## config.mk

```make
export PLATFORM = sky130hd
export DESIGN_NAME = dmem_arbiter
export DESIGN_NICKNAME = d
export VERILOG_FILES = /design/src/rtl/dmem_arbiter.sv
export SDC_FILE = /design/constraint.sdc
export NUM_CORES = 1
export LEC_CHECK = 0
export CAP_MARGIN = 20
export CORE_AREA = 2 2 116 118
export CTS_BUF_LIST = sky130_fd_sc_hd__clkbuf_2 sky130_fd_sc_hd__clkbuf_4 sky130_fd_sc_hd__clkbuf_8
export DETAILED_ROUTE_END_ITERATION = 8
export DIE_AREA = 0 0 118 120
export PLACE_DENSITY = 0.72
export SLEW_MARGIN = 20
export SYNTH_ARGS = -nofsm -noshare
export SYNTH_HDL_FRONTEND = slang
export SYNTH_SLANG_ARGS = --single-unit
export TNS_END_PERCENT = 5
```

## constraint.sdc

```tcl
create_clock -name clk -period 5.4 [get_ports clk]
set_clock_uncertainty 0.1 [all_clocks]
set_input_delay 0.81 -clock clk [delete_from_list [all_inputs] [get_ports clk]]
set_output_delay 0.81 -clock clk [all_outputs]
set_load 0.02 [all_outputs]
```

## src/rtl/dmem_arbiter.sv

```systemverilog
// dmem_arbiter: round-robin, burst-bounded arbiter in front of the
// single-port data memory, with address checking and registered responses.
module dmem_arbiter #(
  parameter int DEPTH     = 256,
  parameter int BURST_MAX = 4
) (
  input  logic        clk,
  input  logic        rst,
  input  logic        m0_req,
  input  logic        m0_we,
  input  logic [31:0] m0_addr,
  input  logic [31:0] m0_wdata,
  input  logic        m1_req,
  input  logic        m1_we,
  input  logic [31:0] m1_addr,
  input  logic [31:0] m1_wdata,
  output logic        m0_gnt,
  output logic        m1_gnt,
  output logic        m0_rvalid,
  output logic [31:0] m0_rdata,
  output logic        m0_err,
  output logic        m1_rvalid,
  output logic [31:0] m1_rdata,
  output logic        m1_err,
  output logic        mem_read,
  output logic        mem_write,
  output logic [31:0] mem_addr,
  output logic [31:0] mem_wdata,
  input  logic [31:0] mem_rdata
);

  localparam logic [3:0]  BMAX    = 4'(BURST_MAX);
  localparam logic [29:0] DEPTH_W = 30'(DEPTH);

  logic        last_q, last_d;
  logic [3:0]  beat_q, beat_d;
  logic        m0_rvalid_q, m1_rvalid_q;
  logic [31:0] m0_rdata_q, m1_rdata_q;
  logic        m0_err_q, m1_err_q;

  logic        keep, g0, g1, any;
  logic        we, err;
  logic [31:0] addr, wdata, rdata_nxt;

  // Arbitration, address check and memory drive for the current cycle
  always_comb begin
    keep = (beat_q != 4'd0) && (beat_q < BMAX);
    g1   = m1_req && !rst
           && (!m0_req || (keep ? last_q : !last_q));
    g0   = m0_req && !rst && !g1;
    any  = g0 || g1;
    we    = 1'b0;
    addr  = 32'd0;
    wdata = 32'd0;
    if (g1) begin
      we    = m1_we;
      addr  = m1_addr;
      wdata = m1_wdata;
    end else if (g0) begin
      we    = m0_we;
      addr  = m0_addr;
      wdata = m0_wdata;
    end
    err       = (addr[1:0] != 2'b00) || (addr[31:2] >= DEPTH_W);
    mem_read  = any && !err && !we;
    mem_write = any && !err && we;
    mem_addr  = addr;
    mem_wdata = wdata;
    rdata_nxt = (!err && !we) ? mem_rdata : 32'd0;
  end

  // Owner and burst-length bookkeeping
  always_comb begin
    last_d = last_q;
    beat_d = beat_q;
    if (!any) begin
      beat_d = 4'd0;
    end else if (g1 == last_q) begin
      beat_d = (beat_q >= BMAX) ? BMAX : beat_q + 4'd1;
    end else begin
      last_d = g1;
      beat_d = 4'd1;
    end
  end

  // State and per-master response registers
  always_ff @(posedge clk or posedge rst) begin
    if (rst) begin
      last_q      <= 1'b1;
      beat_q      <= 4'd0;
      m0_rvalid_q <= 1'b0;
      m0_rdata_q  <= 32'd0;
      m0_err_q    <= 1'b0;
      m1_rvalid_q <= 1'b0;
      m1_rdata_q  <= 32'd0;
      m1_err_q    <= 1'b0;
    end else begin
      last_q      <= last_d;
      beat_q      <= beat_d;
      m0_rvalid_q <= g0;
      m0_rdata_q  <= g0 ? rdata_nxt : 32'd0;
      m0_err_q    <= g0 && err;
      m1_rvalid_q <= g1;
      m1_rdata_q  <= g1 ? rdata_nxt : 32'd0;
      m1_err_q    <= g1 && err;
    end
  end

  assign m0_gnt    = g0;
  assign m1_gnt    = g1;
  assign m0_rvalid = m0_rvalid_q;
  assign m0_rdata  = m0_rdata_q;
  assign m0_err    = m0_err_q;
  assign m1_rvalid = m1_rvalid_q;
  assign m1_rdata  = m1_rdata_q;
  assign m1_err    = m1_err_q;

endmodule
```

==> results of run 1 <==
-- worst max-delay path by stage --
stage          startpoint      endpoint  cells after the start
6_report        beat_q[0]      mem_read                      8
2_1_floorplan         rst  mem_addr[13]                      7
3_5_place_dp       m0_req      mem_read                      7
4_1_cts         beat_q[0]      mem_read                      8
3_3_place_gp       m0_req      mem_read                      7
5_1_grt         beat_q[0]      mem_read                      8
-- registers in the layout, indices dropped and copies added (netlist names) --
| signal | count |
|---|---|
| beat_q | 4 |
| last_q | 1 |
| m0_err | 1 |
| m0_rdata | 32 |
| m0_rvalid | 1 |
| m1_err | 1 |
| m1_rdata | 32 |
| m1_rvalid | 1 |
-- power groups by stage --
stage               combinational [W]  sequential (W)  clock, W
CTS                          0.000490        0.000570  0.000495
detailed placement           0.000487        0.000581         0
global placement             0.000482        0.000580         0
global route                 0.000522        0.000572  0.000516
floorplan                    0.000211        0.000593         0
finish                       0.000487        0.000570  0.000484
-- critical path: stages, from the launching register on --
cell	delay, ns
dfrtp_1	0.39
inv_1	0.06
ha_1	0.24
or3_1	0.39
o2111a_4	0.49
a22o_1	0.31
or2_2	0.47
nor3_1	0.24
clkdlybuf4s50_1	0.67
-- cell type report --
| cell class | count | area, um2 |
|---|---|---|
| multi-input combinational | 350 | 1787 |
| clock buffer | 9 | 123.9 |
| tap | 176 | 220.2 |
| clock inverter | 7 | 102.6 |
| inverter | 3 | 11.26 |
| timing repair buffer | 310 | 3080 |
| fill | 1204 | 5827 |
| sequential | 73 | 1828 |
-- placed cells by master (no fill, tap or decap), types with 3 or more instances in the layout --
master	n
nor3_1	47
o21ai_0	56
clkdlybuf4s50_1	301
or4_1	3
nor4_1	8
nand2_1	177
nor2_1	3
a22o_1	8
clkbuf_8	9
nor3_2	20
dfrtp_1	72
buf_4	9
-- cell families after synthesis --
| family | Yosys count |
|---|---|
| AOI/OAI and AO/OA | 78 |
| xor gates and xnor gates | 1 |
| adders and majority gates | 2 |
| buffers and inverters | 47 |
| DFF | 73 |
| muxes | 1 |
| other | 1 |
| and+or+nand+nor | 267 |
-- cell usage after synthesis, drive strengths merged --
cell    count  area share [%]
or4         3            0.59
o31ai       2            0.39
dfrtp      72              47
a41o        1            0.26
buf        22             3.7
inv         3            0.29
o21ai      56             7.3
nand2     177              17
nand2b      2            0.33
nor3       67              11
o41ai       1            0.23
clkbuf     22             2.2
o2111a      1            0.29
conb        1           0.098
o311ai      1            0.23
dfstp       1            0.69
a31oi       1            0.16
nor4        8             1.3
and3        1            0.16
o22a        1            0.23
mux2        1            0.29
o211ai      1            0.33
nor2        3            0.29
or3         1            0.16
nor2b       3            0.49
a21o        1            0.20
o21a        2            0.39
ha          2            0.65
nand4       1            0.16
o31a        1            0.23
a22o        8             1.8
xor2        1            0.23
or2         1            0.16
a21oi       1            0.13
-- metal layers --
layer  up-vias  GRT usage (%)
li1       2132              -
met1      2044          27.64
met2       190          38.95
met3        19          6.131
met4         0          5.949
met5         -              0
-- metrics by stage --
stage	total power, W	std cells	util, %	hold slack, ns
finish	0.001541	928	55.11	0.4707
floorplan	0.0008037	470	-	0.4290
global route	0.001610	928	55.11	0.4821
detailed placement	0.001068	912	53.36	0.4538
global placement	0.001062	912	53.36	0.4517
CTS	0.001555	928	55.11	0.4665
==> run metrics, run 1 <==
status finished, final reports clean; largest net degree at the start of global routing 74; Setup Buffers After CTS 0; Combinational Power Share 31.6%; gr usage total 22.48%; Worst-Margin Slew 0.9021 ns; r2r endpoint m0_rdata[15]; # resized after CTS 0; hold depth 1; CTS tree yes; die height 120 um; Post-DRT Antenna Nets 0; fin nets 915; post-synthesis cell area 0.003820 mm2; part of the cycle the worst path needs 83.69%; Yosys cell types 38; Clk pwr share 31.4%; Post-DP HPWL 12.56 mm; simple-gate share of the synthesized area 32.46%; Mapped Cells 470; Syn Area/Cell 8.127 um2; compound-gate portion of the synthesized area 12.25%; metal2 WL 8.081 mm; DRC Markers 0; global placement routability congestion 0.9663; Die Area 0.01416 mm2; slew margin rel. 39.86%; main combinational cell family by area after synthesis simple AND/OR/NAND/NOR gates; max-cap viol count 0; Power Dens Cells 215.5 mW/mm2; Syn. warnings 0; FF+latch count, synth 73; Clock Path Buffers 2; H-tree Lvls 3; Pleak 2.807 nW; max-slew violations 0; Metal-1 WL 6.547 mm; final hold vios 0; CTS Buf Count 9; total core area 0.01298 mm2; Final Cell Area 0.007153 mm2; highest metal layer with signal wires met4; worst setup margin 0.8807 ns; Cell Area, Placed 0.006927 mm2; XOR/XNOR Fraction of Synth Area 0.2293%; initial antenna violation count 0; Fmax 221.3 MHz; met3 WL 1.188 mm; vias in the first global route 4371; I/O pins 302; register-to-register setup slack 2.03 ns; DIE WIDTH 118 um; total clock sinks 73; DR vias/cell 4.725; first drt pass iteration count 5; Clk pin slew, worst setup/hold paths 0.08 ns; class of the worst hold path flip-flop to flip-flop; critical path class flip-flop to primary output; Hold EP last_q; PortBufs 301; area delta synth->final 87.26%; Site Rows 42; RSZ-0062 raised after global routing false; Final setup viols 0; grt ovf 0; P_sw 0.0004800 W; reg2reg path depth 8; Hold Path Origin last_q; # hold bufs at CTS 0; Seq/Total Area, Yosys 47.85%; VDD IR max 0.1227 mV; WL/cell 17.30 um; Setup crit start kind flip-flop; Seq pwr share 37.0%; P_int 0.001061 W; Critical Path AT 3.61 ns; Routed WL 16.05 mm; layout cells sized above 1 7.181%; Final Critical Period 4.519 ns; mux contribution to synthesized area 0.2948%; Setup TNS 0 ns; Crit Path Max Fanout 55; syn_nets 638; Root Buffer clkbuf_8; Worst R2R Start beat_q[0]; initial core utilization 29.43%; Clk Latency, worst-skew pair 0.35 ns; Req. time, crit path 4.49 ns; DRT iter0 DRCs 320; pre-CTS setup slack 0.8990 ns; first-pass GRT wire length 24.61 mm; post-synthesis adder-cell area fraction 0.6551%; DR vias 4385; crit end category primary output; number of diodes 0; switching share of total power 31.15%
(Power assumes the default switching activity.)
==> run 2: changes to the inputs <==
Clock period 5.4 ns to 4.2 ns, I/O delays scaled along.
==> run metrics, run 2 (synthesized netlist as in run 1, its figures left out) <==
status finished, final reports clean; total clock sinks 73; number of diodes 0; placed cells 916; hold slack 0.4825 ns; most frequent cells in the layout clkdlybuf4s50_1, nand2_1, dfrtp_1; gr usage total 22.15%; commonest non-fill, non-tap cell in the layout clkdlybuf4s50_1; Post-DP HPWL 12.42 mm; max-slew violations 0; part of the cycle the worst path needs 96.11%; Final Critical Period 4.037 ns; Fmax 247.7 MHz; grt ovf 0; H-tree Lvls 3; pre-CTS setup slack 0.2290 ns; Site Rows 42; layout cells sized above 1 7.926%; first-pass GRT wire length 24.43 mm; Routed WL 16.22 mm; WL/cell 17.38 um; final hold vios 0; Post-DRT Antenna Nets 0; first drt pass iteration count 5; vias in the first global route 4435; # hold bufs at CTS 0; RSZ-0062 raised after global routing false; Pleak 2.853 nW; Crit Path Max Fanout 11; Slowest Stage Delay on Critical Path 0.64 ns; fin cells 933; VDD IR max 0.1482 mV; largest net degree at the start of global routing 87; CTS Buf Count 9; Setup crit start kind flip-flop; PortBufs 301; initial core utilization 29.43%; Req. time, crit path 3.47 ns; DR vias 4424; slew margin rel. 39.43%; max-cap viol count 0; worst path cell trace inv_1, ha_1, or3_1, o2111a_4, a22o_1, or2_2, nor3_1, clkdlybuf4s50_1; Worst-Margin Slew 0.9086 ns; DRT iter0 DRCs 404; Cell Area, Placed 0.006985 mm2; class of the worst hold path flip-flop to flip-flop; critical path class flip-flop to primary output; Critical Path AT 3.31 ns; total core area 0.01298 mm2; CTS tree yes; Setup TNS 0 ns; Bufs and invs on worst path 2; I/O pins 302; Clk pin slew, worst setup/hold paths 0.07 ns; Root Buffer clkbuf_8; fin nets 920; Clock Path Buffers 2; Clk Latency, worst-skew pair 0.33 ns; initial antenna violation count 0; Power Dens Cells 274.6 mW/mm2; die height 120 um; area delta synth->final 89.52%; Final Cell Area 0.007239 mm2; critical path's top delay family simple AND/OR/NAND/NOR gates; crit end category primary output; Setup Buffers After CTS 0; DIE WIDTH 118 um; DRC Markers 0; Final setup viols 0; Die Area 0.01416 mm2; DR vias/cell 4.742; global placement routability congestion 0.9226; highest-delay cell along the critical path clkdlybuf4s50_1; worst setup margin 0.1634 ns
[run 2: cell types whose count changed in the layout (fill, tap and decap cells not counted)]
cell / change
buf_4: +2
buf_12: +1
buf_16: +1
clkdlybuf4s50_1: -1
clkinvlp_4: +1
dlymetal6s2s_1: +1
inv_2: -1
inv_6: +1
inv_8: -1
o2111a_2: +1
o311ai_0: -1
o311ai_2: +1
[run 2: area by class of cell]
class                   instances  area, um2
well taps                     176      220.2
multi-input cells             351       1807
inverters                       3      15.01
flip-flops and latches         73       1828
fillers                      1183       5741
repair buffers                314       3146
clock inverters                 7      100.1
clock buffers                   9      123.9
[run 2: per-layer routing]
layer	share of wire, %	vias up	GRT usage [%]
li1	-	2148	-
met1	40	2051	26.41
met2	51	201	38.92
met3	7.1	24	6.606
met4	2.1	0	5.873
met5	0	-	0
[run 2: stage by stage]
stage	power, W	util [%]
floorplan	0.001034	-
global placement	0.001375	53.82
detailed placement	0.001383	53.82
CTS	0.002001	55.54
global route	0.002079	55.77
finish	0.001988	55.77
[run 2: path summary, 6_finish.rpt]
kind | from | endpoint | slack, ns | cells past startpoint
min reg2reg | last_q | last_q | 0.48 | 1
max reg2reg | beat_q[0] | m1_rdata[4] | 0.92 | 9
min | last_q | last_q | 0.48 | 1
max | beat_q[0] | mem_write | 0.16 | 8
min in group asynchronous | rst | beat_q[0] | 1.01 | 3
max in group asynchronous | rst | m1_rdata[0] | 2.41 | 3
[run 2: where the power goes]
part	switching [W]	internal, W
sequential	0.0000129	0.000722
combinational	0.000331	0.000311
clock	0.000272	0.000340
[run 2: timing repair]
| item | CTS | global route |
|---|---|---|
| gates resized for setup | 0 | 4 |
| setup endpoints to repair | 0 | 2 |
| endpoints found under the hold margin | 0 | 0 |
